$ cat src/rtl/fir_pkg.sv
// Shared types and constants for the FIR sequencing controller.
// State encodings double as the debug value on the `state` port.
package fir_pkg;

   typedef enum logic [1:0] {
      IDLE  = 2'd0,
      LOAD  = 2'd1,
      FLUSH = 2'd2,
      RUN   = 2'd3
   } state_t;

   localparam int DEF_NTAPS = 4;
   localparam int DEF_DW    = 6;

   // Tap address width; a single-tap filter still gets a 1-bit address.
   function automatic int addr_w(input int ntaps);
      return (ntaps > 1) ? $clog2(ntaps) : 1;
   endfunction

endpackage

$ cat src/rtl/fir_pin_sync.sv
// Two-flop synchronizer for a bundle of host pins, with a history flop on bit 0
// (the strobe) so that each rising strobe produces one single-cycle event.
module fir_pin_sync #(
   parameter int W = 8
) (
   input  logic         clk,
   input  logic         reset,
   input  logic [W-1:0] pins,
   output logic [W-2:0] payload,
   output logic         evt
);

   logic [W-1:0] sync_p1;
   logic [W-1:0] sync_p2;
   logic         hist_p3;

   always_ff @(posedge clk) begin
      if (reset) begin
         sync_p1 <= '0;
         sync_p2 <= '0;
         hist_p3 <= 1'b0;
      end else begin
         sync_p1 <= pins;
         sync_p2 <= sync_p1;
         hist_p3 <= sync_p2[0];
      end
   end

   // Payload is taken from the same stage as the detected edge.
   assign evt     = sync_p2[0] & ~hist_p3;
   assign payload = sync_p2[W-1:1];

endmodule

$ cat src/rtl/fir_ctrl.sv
// Host-pin sequencer for the FIR core: coefficient load ordering, post-load
// delay-line flush, one-deep pending sample, and sticky protocol/overrun flags.
module fir_ctrl
   import fir_pkg::*;
#(
   parameter int NTAPS = DEF_NTAPS,
   parameter int DW    = DEF_DW
) (
   input  logic                     clk,
   input  logic                     reset,
   input  logic [DW-1:0]            host_data,
   input  logic                     host_stb,
   input  logic                     host_mode,
   output logic [DW-1:0]            x_n,
   output logic                     x_valid,
   output logic                     coeff_we,
   output logic [addr_w(NTAPS)-1:0] coeff_addr,
   output logic [DW-1:0]            coeff_data,
   output logic                     loaded,
   output logic                     proto_err,
   output logic                     overrun,
   output logic [1:0]               state
);

   localparam int AW = addr_w(NTAPS);
   localparam logic [AW-1:0] LAST = AW'(NTAPS - 1);
   localparam logic [AW-1:0] ONE  = AW'(1);

   state_t          fsm_state;
   state_t          fsm_next;
   logic [AW-1:0]   addr;
   logic [AW-1:0]   addr_next;
   logic [AW-1:0]   fcnt;
   logic [AW-1:0]   fcnt_next;
   logic            pend_vld;
   logic            pend_vld_next;
   logic [DW-1:0]   pend_data;
   logic [DW-1:0]   pend_data_next;
   logic            loaded_next;
   logic            proto_next;
   logic            over_next;
   logic [DW-1:0]   x_n_next;
   logic            x_valid_next;
   logic            coeff_we_next;
   logic [AW-1:0]   coeff_addr_next;
   logic [DW-1:0]   coeff_data_next;

   logic            evt;
   logic [DW:0]     evt_payload;
   logic            evt_mode;
   logic [DW-1:0]   evt_data;
   logic            coeff_evt;
   logic            sample_evt;

   fir_pin_sync #(
      .W (DW + 2)
   ) u_sync (
      .clk     (clk),
      .reset   (reset),
      .pins    ({host_mode, host_data, host_stb}),
      .payload (evt_payload),
      .evt     (evt)
   );

   assign evt_mode   = evt_payload[DW];
   assign evt_data   = evt_payload[DW-1:0];
   assign coeff_evt  = evt & evt_mode;
   assign sample_evt = evt & ~evt_mode;

   always_comb begin
      fsm_next        = fsm_state;
      addr_next       = addr;
      fcnt_next       = fcnt;
      pend_vld_next   = pend_vld;
      pend_data_next  = pend_data;
      loaded_next     = loaded;
      proto_next      = proto_err;
      over_next       = overrun;
      x_n_next        = x_n;
      x_valid_next    = 1'b0;
      coeff_we_next   = 1'b0;
      coeff_addr_next = coeff_addr;
      coeff_data_next = coeff_data;

      // Outside LOAD a coefficient always restarts programming at tap 0.
      if (coeff_evt && fsm_state != LOAD) begin
         coeff_we_next   = 1'b1;
         coeff_addr_next = '0;
         coeff_data_next = evt_data;
         loaded_next     = 1'b0;
         pend_vld_next   = 1'b0;
         addr_next       = ONE;
         fcnt_next       = '0;
         fsm_next        = (NTAPS == 1) ? FLUSH : LOAD;
      end else begin
         case (fsm_state)
            LOAD: begin
               if (coeff_evt) begin
                  coeff_we_next   = 1'b1;
                  coeff_addr_next = addr;
                  coeff_data_next = evt_data;
                  if (addr == LAST) begin
                     fsm_next  = FLUSH;
                     fcnt_next = '0;
                  end else begin
                     addr_next = addr + ONE;
                  end
               end else if (sample_evt) begin
                  proto_next = 1'b1;
               end
            end
            FLUSH: begin
               x_valid_next = 1'b1;
               x_n_next     = '0;
               if (fcnt == LAST) begin
                  fsm_next    = RUN;
                  loaded_next = 1'b1;
               end else begin
                  fcnt_next = fcnt + ONE;
               end
               if (sample_evt) begin
                  if (pend_vld) begin
                     over_next = 1'b1;
                  end else begin
                     pend_vld_next  = 1'b1;
                     pend_data_next = evt_data;
                  end
               end
            end
            RUN: begin
               // A sample colliding with the pending issue slot slips one cycle.
               if (pend_vld) begin
                  x_valid_next   = 1'b1;
                  x_n_next       = pend_data;
                  pend_vld_next  = sample_evt;
                  pend_data_next = sample_evt ? evt_data : pend_data;
               end else if (sample_evt) begin
                  x_valid_next = 1'b1;
                  x_n_next     = evt_data;
               end
            end
            default: begin
            end
         endcase
      end
   end

   always_ff @(posedge clk) begin
      if (reset) begin
         fsm_state  <= IDLE;
         addr       <= '0;
         fcnt       <= '0;
         pend_vld   <= 1'b0;
         pend_data  <= '0;
         loaded     <= 1'b0;
         proto_err  <= 1'b0;
         overrun    <= 1'b0;
         x_n        <= '0;
         x_valid    <= 1'b0;
         coeff_we   <= 1'b0;
         coeff_addr <= '0;
         coeff_data <= '0;
      end else begin
         fsm_state  <= fsm_next;
         addr       <= addr_next;
         fcnt       <= fcnt_next;
         pend_vld   <= pend_vld_next;
         pend_data  <= pend_data_next;
         loaded     <= loaded_next;
         proto_err  <= proto_next;
         overrun    <= over_next;
         x_n        <= x_n_next;
         x_valid    <= x_valid_next;
         coeff_we   <= coeff_we_next;
         coeff_addr <= coeff_addr_next;
         coeff_data <= coeff_data_next;
      end
   end

   assign state = fsm_state;

endmodule

$ cat config.mk
export PLATFORM = sky130hd
export DESIGN_NAME = fir_ctrl
export DESIGN_NICKNAME = d
export VERILOG_FILES = /design/src/rtl/fir_pkg.sv /design/src/rtl/fir_pin_sync.sv /design/src/rtl/fir_ctrl.sv
export SDC_FILE = /design/constraint.sdc
export NUM_CORES = 1
export LEC_CHECK = 0
export BUFFER_PORTS_ARGS = -buffer_cell sky130_fd_sc_hd__buf_2
export CAP_MARGIN = 25
export CORE_ASPECT_RATIO = 1.4
export CORE_MARGIN = 1.5
export CORE_UTILIZATION = 54
export DETAILED_ROUTE_END_ITERATION = 10
export PLACE_DENSITY = 0.86
export SLEW_MARGIN = 15
export SYNTH_ARGS = -nofsm -noshare
export SYNTH_HDL_FRONTEND = slang
export SYNTH_SLANG_ARGS = --single-unit
$ cat constraint.sdc
create_clock -name clk -period 1.3 [get_ports clk]
set_input_delay 0.13 -clock clk [delete_from_list [all_inputs] [get_ports clk]]
set_output_delay 0.13 -clock clk [all_outputs]
set_load 0.02 [all_outputs]
* Word-level counts from Yosys, hierarchy flattened *
Cells that the tools add are included.

cells by class
  add/sub/neg operators = 2
  multiply operators = 0
  div/mod/pow operators = 0
  magnitude comparators = 0
  eq/ne operators = 19
  shifts and indexed selects = 0
  multiplexer cells = 32
  bitwise logic cells = 8
  reductions and logical operators = 20

operator list
  operator                                                count
  two-way mux 6 bit                                       8
  one-hot mux 6 bit (2 select lines)                      2
  AND reduction 4 bit                                     5
  inequality test 2 bit (second input constant)           9
  two-way mux 1 bit                                       12
  two-way mux 2 bit                                       6
  inequality test 3 bit (second input constant)           4
  AND reduction 3 bit                                     3
  equality test 2 bit (second input constant)             4
  one-hot mux 2 bit (2 select lines)                      2
  AND reduction 2 bit                                     4
  nonzero test 2 bit                                      4
  AND reduction 6 bit                                     1
  inverter 1 bit                                          5
  adder 2 x 1 -> 2 bit (second input constant)            2
  one-hot mux 1 bit (2 select lines)                      2
  bitwise AND 1 bit                                       3
  nonzero test 3 bit                                      1
  equality test 2 x 1 -> 1 bit (second input constant)    1
  inequality test 2 x 1 -> 1 bit (second input constant)  1
  OR reduction 2 bit                                      1
  logical AND 1 bit                                       1

word-level totals
  register bits = 49
  latch bits = 0
  bits in writable memories = 0
  bits in read-only memories = 0
  output and inout bits = 21
  word-level logic and storage cells = 99
  memories = 0

* Longest topological paths before layout *
Gate-level depths: netlist of the first run.

  depth in word-level cells = 6
  depth in mapped cells = 5
  mapped depth without buffers = 4

* By module *
From an unflattened synthesis of the first run, not the netlist that was laid out.

second synthesis, totals
  cell total of the unflattened synthesis = 198
  area total of the unflattened synthesis = 1943.1 um2

modules (own cells, without submodules)
  module        times used  cells each  area an instance (um2)  sequential area each (um2)
  fir_ctrl      1           155         1408.9                  640.6
  fir_pin_sync  1           43          534.3                   340.3

* Least setup slack after synthesis of the first run *
No wires, ideal clock.

  kind = reg-to-reg
  start point = register fsm_state[0], in the netlist state[0]
  end point = register pend_data[0]
  arrival = 1196 ps
  path slack = 32 ps
  cell stages (with the launch flop) = 6
  buffers on the path = 2
  period minus slack after synthesis = 1268 ps
  path through = dfxtp_1 -> buf_4 -> xnor2_1 -> and3_1 -> buf_4 -> mux2i_1

on the way
  longest elaborated chain between the ends = 4
  elaborated cells on any way between the ends = 12
  those cells by class = 7 x eq/ne; 1 x mux; 1 x bitwise; 3 x reduce/logical

RTL lines
  item                                                                         line             source
  from (decl)                                                                  fir_ctrl.sv:29   state_t fsm_state;
  from (signal assigned)                                                       fir_ctrl.sv:164  fsm_state <= fsm_next;
  parallel branches: the longest is 4 deep, another holds AND reduction 6 bit  -
  to (signal assigned)                                                         fir_ctrl.sv:168  pend_data <= pend_data_next;
  to (decl)                                                                    fir_ctrl.sv:37   logic [DW-1:0] pend_data;

Several ways; the timed one is not identified.
A chain may end at the register's enable or synchronous reset.

* Worst setup path in the final report of the first run *
  start point = register fcnt[0]
  end point = register fcnt[0]

on the way
  longest elaborated chain between the ends = 3
  elaborated cells on any way between the ends = 6
  those cells by class = 1 x add/sub; 2 x eq/ne; 2 x mux; 1 x reduce/logical

RTL lines
  item                                                                       line                              source
  from (decl)                                                                fir_ctrl.sv:33                    logic [AW-1:0] fcnt;
  from (signal assigned)                                                     fir_ctrl.sv:166                   fcnt <= fcnt_next;
  adder 2 x 1 -> 2 bit or equality test 2 bit (tied branches)                fir_ctrl.sv:119, fir_ctrl.sv:115
  two-way mux 2 bit or inequality test 2 bit (tied branches)                 -
  one-hot mux 2 bit (2 select lines) or AND reduction 4 bit (tied branches)  -

Parallel ways exist; a longest one is shown, timed or not. The select of a mux whose other input is x is not followed.

==> results of run 1 <==
cells by family after synthesis:
logic type	synth area share
buf+inv	0.0342
mux	0.0986
xor+xnor	0.00460
compound gates	0.0894
simple gates	0.245
flops	0.515
fa+ha+maj	0.0131
repair_timing:
item,in CTS,in global routing
gates resized for setup,1,3
pin swaps,0,1
endpoints found under the setup margin,7,12
Yosys cell counts, types with 3 or more instances:
cell      count
dfxtp_1      49
nand2_1      23
nand2b_1     20
nor2b_1      19
a21oi_1      16
mux2i_1      12
mux2_2        6
clkbuf_1      5
nor2_1        5
and3b_1       3
buf_2         3
per-layer routing:
layer / track usage / vias to the layer above / share of wire
li1: - / 703 / -
met1: 0.229 / 620 / 0.42
met2: 0.315 / 32 / 0.50
met3: 0.0549 / 7 / 0.048
met4: 0.111 / 0 / 0.025
met5: 0 / - / 0
final timing paths:
check / end / start / depth (start not counted)
hold / removal: u_sync.sync_p1[5] / host_data[4] / 2
setup reg to reg: fcnt[0] / fcnt[0] / 4
setup / recovery: fcnt[0] / fcnt[0] / 4
hold reg to reg: u_sync.sync_p2[0] / u_sync.sync_p1[0] / 1
state kept, by name (all words and copies together) (netlist names), 2 cells and up:
signal / count
coeff_data: 6
x_n: 6
u_sync.sync_p2: 8
fcnt: 2
pend_data: 6
u_sync.sync_p1: 8
coeff_addr: 2
state: 2
addr: 2
report_power, final:
| part | internal (mW) | switching, mW |
|---|---|---|
| Combinational | 0.0519 | 0.0432 |
| Sequential | 1.53 | 0.0129 |
| Clock | 0.392 | 0.529 |
worst reg2reg max path, cell delays in order (launching register included):
cell	delay (ps)
dfxtp_1	350
ha_2	220
or3b_1	380
o211ai_1	110
a21oi_1	90
metrics by stage:
step | std cells | power (mW) | hold WS, ps | setup TNS (ps)
2_1_floorplan | 191 | 1.63 | 258 | 0
3_3_place_gp | 259 | 1.67 | 337 | 0
3_5_place_dp | 259 | 1.67 | 342 | 0
4_1_cts | 267 | 2.59 | 6.11 | 0
5_1_grt | 267 | 2.66 | 11.8 | -4.90
6_report | 267 | 2.55 | 20.0 | 0
final cells by class:
class / instances / share of cell area
tap: 40 / 0.0223
clock inverter: 3 / 0.0112
sequential: 49 / 0.440
multi-input combinational: 130 / 0.384
timing repair buffer: 40 / 0.112
clock buffer: 5 / 0.0307
==> summary.txt, run 1 <==
Total grt overflow - 0
Sequential element share of the synthesized area - 0.515
Relative slew slack - 0.776
Placer Congestion - 0.795
TritonCTS clock tree - yes
Worst Setup Path Type - register to register
Arr. time, crit path - 1450 ps
First DRT Iteration DRCs - 30
Vias in the first global route - 1268
Buffers on Ports - 30
Worst setup EP type - register
Synth area leaders - dfxtp_1 (52%), nand2b_1 (6.6%), mux2i_1 (6.3%)
Die area - 0.00390 mm2
TritonRoute pass-1 iters - 4
Antenna Nets Post-Route - 0
Number of synthesized flops with an enable pin - 0
H-Tree Depth - 2
Nets - 238
GRT Util Overall - 0.196
Post-synth top area cell - dfxtp_1
Primary FF master, synth - dfxtp_1
CTS max path bufs - 2
Worst-path clk slew - 90 ps
Post-DP Area - 0.00214 mm2
Layout area overhead - 17.6%
Largest net degree at the start of global routing - 42
# DRC - 0
Most common cell after layout, fill and taps aside - dfxtp_1
Postcts setup bufs - 0
Crit path max fanout - 4
Post-placement setup slack - 17.8 ps
Post-cts hold buffer count - 0
RSZ-0062 raised after global routing - true
Global-route wire length before repair - 5510 um
Post-layout util - 0.663
Mapped cell area - 0.00190 mm2
DR WL/cell - 12.1 um
Cells along the critical path - ha_2, or3b_1, o211ai_1, a21oi_1
Syn avg cell area - 9.97 um2
Via count - 1362
Most frequent cells in the layout - dfxtp_1 (46), buf_2 (30), nand2_1 (23), nand2b_1 (20), nor2b_1 (19)
Syn nets - 203
FF+latch area - 985 um2
Die height - 73.3 um
Final WL - 3230 um
Slew @ Worst Pin - 335 ps
Critical path's slowest cell - or3b_1
Setup ws final - 50.6 ps
Number of buffers created by CTS - 5
Initial antenna violation count - 0
Finished Cell Area - 0.00224 mm2
Final hold vios - 0
Initial core utilization - 0.564
Distinct cells, synth - 34
N_diodes - 0
# rows - 25
Die Wd - 53.2 um
Crit path launch type - register
Final Skew - 5.68 ps
Core region area - 0.00338 mm2
FF+latch count, synth - 49
Final Cycle Share - 0.961
Final Critical Period - 1250 ps
Top delay family on crit path - simple AND/OR/NAND/NOR gates
R2r setup slk - 50 ps
Post-DR vias/cell - 5.10
Synth top area share - 0.515
Ys async rst share - 0
HPWL Detailed - 2270 um
Area of the multi-input gates - 861 um2
Final setup violation count - 0
Crit path buf inv count - 0
Cell count after synthesis - 191
Synth warn - 0
Worst VDD drop - 933 uV
Clk Latency, worst-skew pair - 310 ps
Critical Path Max Stage Delay - 380 ps
Max Cap Viol - 0
CTS root buf - clkbuf_8
Hold Path Class - primary input to register
Share of cells above drive strength 1 - 0.269
Power Density - 1140 mW/mm2
Outcome - completed
Filler cells - 291
Worst Path Required - 1500 ps
Fmax - 800 MHz
I/O Pins - 31
Sink Count - 49
P_leak - 0.944 nW
Slew Viols, Final - 0
No activity file was read; power rests on OpenSTA's default activity.
==> run 2, diff against run 1 <==
- CTS_BUF_LIST: unset -> sky130_fd_sc_hd__clkbuf_16
- GPL_TIMING_DRIVEN: unset -> 0
==> run 2 against run 1 <==
Net effect: clock power grew 44%; routed wire length rose by 18%; design area is 3.6% higher; register-to-register slack worse by 30 ps; sequential share of layout area is 1.5 points lower; total power increased by 16%; maximum frequency down 2.4%; first-iteration DRC count down 20%; highest routed layer unchanged.
==> summary.txt, run 2 (synthesis gave the netlist of run 1 again) <==
Slew @ Worst Pin - 468 ps (was 335 ps)
Total grt overflow - 0 (unchanged)
Share of cells above drive strength 1 - 0.280 (was 0.269)
Final setup violation count - 0 (unchanged)
Via count - 1457 (was 1362)
Hold path cells - 2 (unchanged)
Core region area - 0.00338 mm2 (unchanged)
Die Wd - 53.2 um (unchanged)
Crit path launch type - register (unchanged)
Post-placement setup slack - -61.3 ps (was 17.8 ps)
HPWL Detailed - 2480 um (was 2270 um)
Initial core utilization - 0.564 (unchanged)
Worst-path clk slew - 70 ps (was 90 ps)
Post-DR vias/cell - 5.36 (was 5.10)
TritonRoute pass-1 iters - 4 (unchanged)
Max Cap Viol - 0 (unchanged)
Worst VDD drop - 1580 uV (was 933 uV)
Final Critical Period - 1280 ps (was 1250 ps)
Post-cts hold buffer count - 0 (unchanged)
Most frequent cells in the layout - dfxtp_1 (45), buf_2 (31), nand2_1 (23), nor2b_1 (19), nand2b_1 (19) (was dfxtp_1 (46), buf_2 (30), nand2_1 (23), nand2b_1 (20), nor2b_1 (19))
Sink Count - 49 (unchanged)
Die height - 73.3 um (unchanged)
Global-route wire length before repair - 6080 um (was 5510 um)
First DRT Iteration DRCs - 24 (was 30)
Slew Viols, Final - 0 (unchanged)
Largest net degree at the start of global routing - 19 (was 42)
GRT Util Overall - 0.214 (was 0.196)
Worst Path Required - 1470 ps (was 1500 ps)
DR WL/cell - 14.0 um (was 12.1 um)
Final Skew - 4.79 ps (was 5.68 ps)
Nets - 243 (was 238)
Placer Congestion - 0.818 (was 0.795)
Most common cell after layout, fill and taps aside - dfxtp_1 (unchanged)
Fmax - 781 MHz (was 800 MHz)
Worst Setup Path Type - register to register (unchanged)
P_leak - 0.974 nW (was 0.944 nW)
Net Sw Frac - 0.219 (was 0.229)
Layout area overhead - 21.8% (was 17.6%)
Final Cycle Share - 0.985 (was 0.961)
Clock power share - 0.447 (was 0.361)
Number of buffers created by CTS - 5 (unchanged)
# rows - 25 (unchanged)
Biggest regs - u_sync.sync_p1: 8 flops, u_sync.sync_p2: 8 flops (unchanged)
Arr. time, crit path - 1450 ps (about the same)
Net load switching power - 0.649 mW (was 0.585 mW)
Die area - 0.00390 mm2 (unchanged)
R2R cell count - 4 (unchanged)
TritonCTS clock tree - yes (unchanged)
Vias in the first global route - 1359 (was 1268)
Worst setup EP type - register (unchanged)
Power Density - 1280 mW/mm2 (was 1140 mW/mm2)
Final hold vios - 0 (unchanged)
Clk Latency, worst-skew pair - 290 ps (was 310 ps)
Relative slew slack - 0.688 (was 0.776)
Setup ws final - 19.9 ps (was 50.6 ps)
N_diodes - 0 (unchanged)
Reg power frac - 0.520 (was 0.602)
Combinational power share - 0.033 (was 0.037)
# DRC - 0 (unchanged)
Post-layout util - 0.687 (was 0.663)
Sum Neg Setup Slack - 0 ps (unchanged)
Crit path max fanout - 5 (was 4)
Hold Path Class - primary input to register (unchanged)
CTS max path bufs - 2 (unchanged)
Final WL - 3810 um (was 3230 um)
Initial antenna violation count - 0 (unchanged)
CTS root buf - clkbuf_16 (was clkbuf_8)
I/O Pins - 31 (unchanged)
Outcome - completed (unchanged)
RSZ-0062 raised after global routing - true (unchanged)
Buffers on Ports - 30 (unchanged)
H-Tree Depth - 2 (unchanged)
Antenna Nets Post-Route - 0 (unchanged)
Internal power - 2.32 mW (was 1.97 mW)
run 2: cell count changes in the layout (fill, tap and decap cells not counted), sizes merged:
cell,delta
inv,+1
buf,-3
clkinvlp,-1
clkbuf,+8
run 2: final cells by class:
class | count | area, um2
multi-input cells | 130 | 880
fillers | 265 | 1060
well taps | 40 | 50.0
clock inverters | 3 | 28.8
repair buffers | 33 | 173
plain buffers | 12 | 77.6
flip-flops and latches | 49 | 986
clock buffers | 5 | 125
run 2: metrics by stage:
stage | hold slack, ps | cells | total power [mW] | cell area (um2)
floorplan | 258 | 191 | 1.63 | 1900
global placement | 337 | 261 | 1.66 | 2100
detailed placement | 345 | 261 | 1.67 | 2100
CTS | 44.4 | 272 | 2.98 | 2290
global route | 54.3 | 272 | 3.07 | 2320
finish | 44.5 | 272 | 2.97 | 2320
run 2: power groups by stage:
stage | Clock (mW) | Sequential [mW] | Combinational, mW
2_1_floorplan | 0 | 1.57 | 0.0616
3_3_place_gp | 0 | 1.57 | 0.0912
3_5_place_dp | 0 | 1.57 | 0.0925
4_1_cts | 1.35 | 1.54 | 0.0970
5_1_grt | 1.41 | 1.54 | 0.109
6_report | 1.33 | 1.54 | 0.0983
run 2: final timing paths:
path	start	to	slack [ps]
setup / recovery	u_sync.hist_p3	fcnt[1]	20
hold / removal	host_data[0]	u_sync.sync_p1[1]	40
setup reg to reg	u_sync.hist_p3	fcnt[1]	20
hold reg to reg	u_sync.sync_p1[6]	u_sync.sync_p2[6]	440
run 2: metal layers:
metal  vias up  routed length, um  track usage
met1       686               1540        0.253
met5         -                  0            0
li1        718                  -            -
met3         9                174       0.0549
met2        44               2030        0.368
met4         0                 67       0.0798
run 2: critical path, stage by stage (launching register included):
cell	delay [ps]
dfxtp_2	340
nand3b_1	330
buf_4	240
o211ai_1	170
a21oi_1	90
run 2: timing repair:
action,4_1_cts,5_1_grt
setup buffers,3,0
pin swaps,0,1
endpoints found under the setup margin,10,23
resized for setup,1,12
==> run 3, diff against run 2 <==
- CORE_MARGIN: 1.5 -> unset
==> run 3 against run 2 <==
Net effect: flip-flop and latch count is the same; register-to-register slack gained 30 ps; utilization grew 0.52 points; critical path type unchanged; critical endpoint is now pend_data[1]; largest cell class unchanged; highest routed layer unchanged.
==> summary.txt, run 3 (synthesis gave the netlist of run 1 again) <==
N_diodes - 0 (unchanged)
Placer Congestion - 0.828 (was 0.818)
P_leak - 0.984 nW (was 0.974 nW)
CTS max path bufs - 2 (unchanged)
Slew Viols, Final - 0 (unchanged)
Outcome - completed (unchanged)
Layout area overhead - 22.7% (was 21.8%)
Number of buffers created by CTS - 5 (unchanged)
Final setup violation count - 0 (unchanged)
Vias in the first global route - 1323 (was 1359)
DR WL/cell - 12.9 um (was 14.0 um)
Final hold vios - 0 (unchanged)
Fmax - 797 MHz (was 781 MHz)
HPWL Detailed - 2300 um (was 2480 um)
Worst setup EP type - register (unchanged)
CTS root buf - clkbuf_16 (unchanged)
Sink Count - 49 (unchanged)
Worst VDD drop - 1690 uV (was 1580 uV)
Final WL - 3520 um (was 3810 um)
Via count - 1393 (was 1457)
Slew @ Worst Pin - 448 ps (was 468 ps)
Post-cts hold buffer count - 0 (unchanged)
Sum Neg Setup Slack - 0 ps (unchanged)
Final cell count without fillers - 273 (was 272)
I/O Pins - 31 (unchanged)
Arr. time, crit path - 1470 ps (was 1450 ps)
H-Tree Depth - 2 (unchanged)
TritonCTS clock tree - yes (unchanged)
Die Wd - 52.2 um (was 53.2 um)
Global-route wire length before repair - 5810 um (was 6080 um)
Hold Path Class - primary input to register (unchanged)
GRT Util Overall - 0.210 (was 0.214)
Worst-path clk slew - 60 ps (was 70 ps)
Initial core utilization - 0.564 (unchanged)
Worst Path Required - 1510 ps (was 1470 ps)
Nets - 244 (was 243)
# DRC - 0 (unchanged)
Total Power - 3.07 mW (was 2.97 mW)
Most frequent cells in the layout - dfxtp_1 (46), buf_2 (32), nand2_1 (23), nor2b_1 (19), nand2b_1 (19) (was dfxtp_1 (45), buf_2 (31), nand2_1 (23), nor2b_1 (19), nand2b_1 (19))
Post-DR vias/cell - 5.10 (was 5.36)
# rows - 25 (unchanged)
Core region area - 0.00338 mm2 (unchanged)
Biggest regs - u_sync.sync_p1: 8 flops, u_sync.sync_p2: 8 flops (unchanged)
Initial antenna violation count - 0 (unchanged)
Placed Cells - 261 (unchanged)
TritonRoute pass-1 iters - 4 (unchanged)
Final Cycle Share - 0.965 (was 0.985)
Die area - 0.00377 mm2 (was 0.00390 mm2)
Power Density - 1310 mW/mm2 (was 1280 mW/mm2)
Post-layout util - 0.692 (was 0.687)
Most common cell after layout, fill and taps aside - dfxtp_1 (unchanged)
Final Critical Period - 1250 ps (was 1280 ps)
Filler cells - 281 (was 265)
Crit path launch type - register (unchanged)
Antenna Nets Post-Route - 0 (unchanged)
Clk Latency, worst-skew pair - 290 ps (about the same)
Die height - 72.3 um (was 73.3 um)
Total grt overflow - 0 (unchanged)
Worst Setup Path Type - register to register (unchanged)
Relative slew slack - 0.702 (was 0.688)
First DRT Iteration DRCs - 31 (was 24)
Max Cap Viol - 0 (unchanged)
Final Skew - 5.20 ps (was 4.79 ps)
Share of cells above drive strength 1 - 0.275 (was 0.280)
Largest net degree at the start of global routing - 16 (was 19)
Crit path max fanout - 10 (was 5)
Final hold slack - 52.4 ps (was 44.5 ps)
Buffers on Ports - 30 (unchanged)
RSZ-0062 raised after global routing - true (unchanged)
[run 3: final cells by class]
class	instances	area [um2]	area share
Clock buffer	5	125	0.0535
Timing Repair Buffer	34	180	0.0771
Buffer	12	75.1	0.0321
Sequential cell	49	985	0.421
Tap cell	40	50.0	0.0214
Multi-Input combinational cell	130	880	0.376
Clock inverter	3	42.5	0.0182
[run 3: where the power goes]
part | switching, mW | leakage [nW] | internal (mW) | total [mW]
registers | 0.0139 | 0.400 | 1.53 | 1.54
clock network | 0.527 | 0.0852 | 0.903 | 1.43
logic | 0.0486 | 0.499 | 0.0503 | 0.0989
[run 3: timing repair]
item / 4_1_cts / 5_1_grt
buffers inserted: 4 / 0
pin swaps: 0 / 1
resized for setup: 1 / 10
endpoints found under the setup margin: 8 / 20
[run 3: critical path, cell delays in order, from the launching register on]
cell and delay, ps:
dfxtp_2 340, buf_6 140, xnor2_1 170, and3_1 190
buf_6 140, mux2i_1 190
[run 3: final timing paths]
path	startpoint	depth (start not counted)	slack [ps]	endpoint
max	state[0]	5	50	pend_data[1]
min	host_data[4]	2	50	u_sync.sync_p1[5]
max reg2reg	state[0]	5	50	pend_data[1]
min reg2reg	u_sync.sync_p1[1]	1	430	u_sync.sync_p2[1]
[run 3: routing by layer]
metal / vias to the layer above / global-route usage / part of all wire
met5: - / 0 / 0
met4: 0 / 0.102 / 0.020
met3: 6 / 0.0503 / 0.036
met2: 34 / 0.348 / 0.50
met1: 636 / 0.251 / 0.44
li1: 717 / - / -
[run 3: metrics by stage]
step                setup slack [ps]  instance area, um2
CTS                             5.44                2310
detailed placement              -107                2100
floorplan                       32.0                1900
global placement               -17.3                2100
global route                   -16.3                2340
finish                          45.9                2340
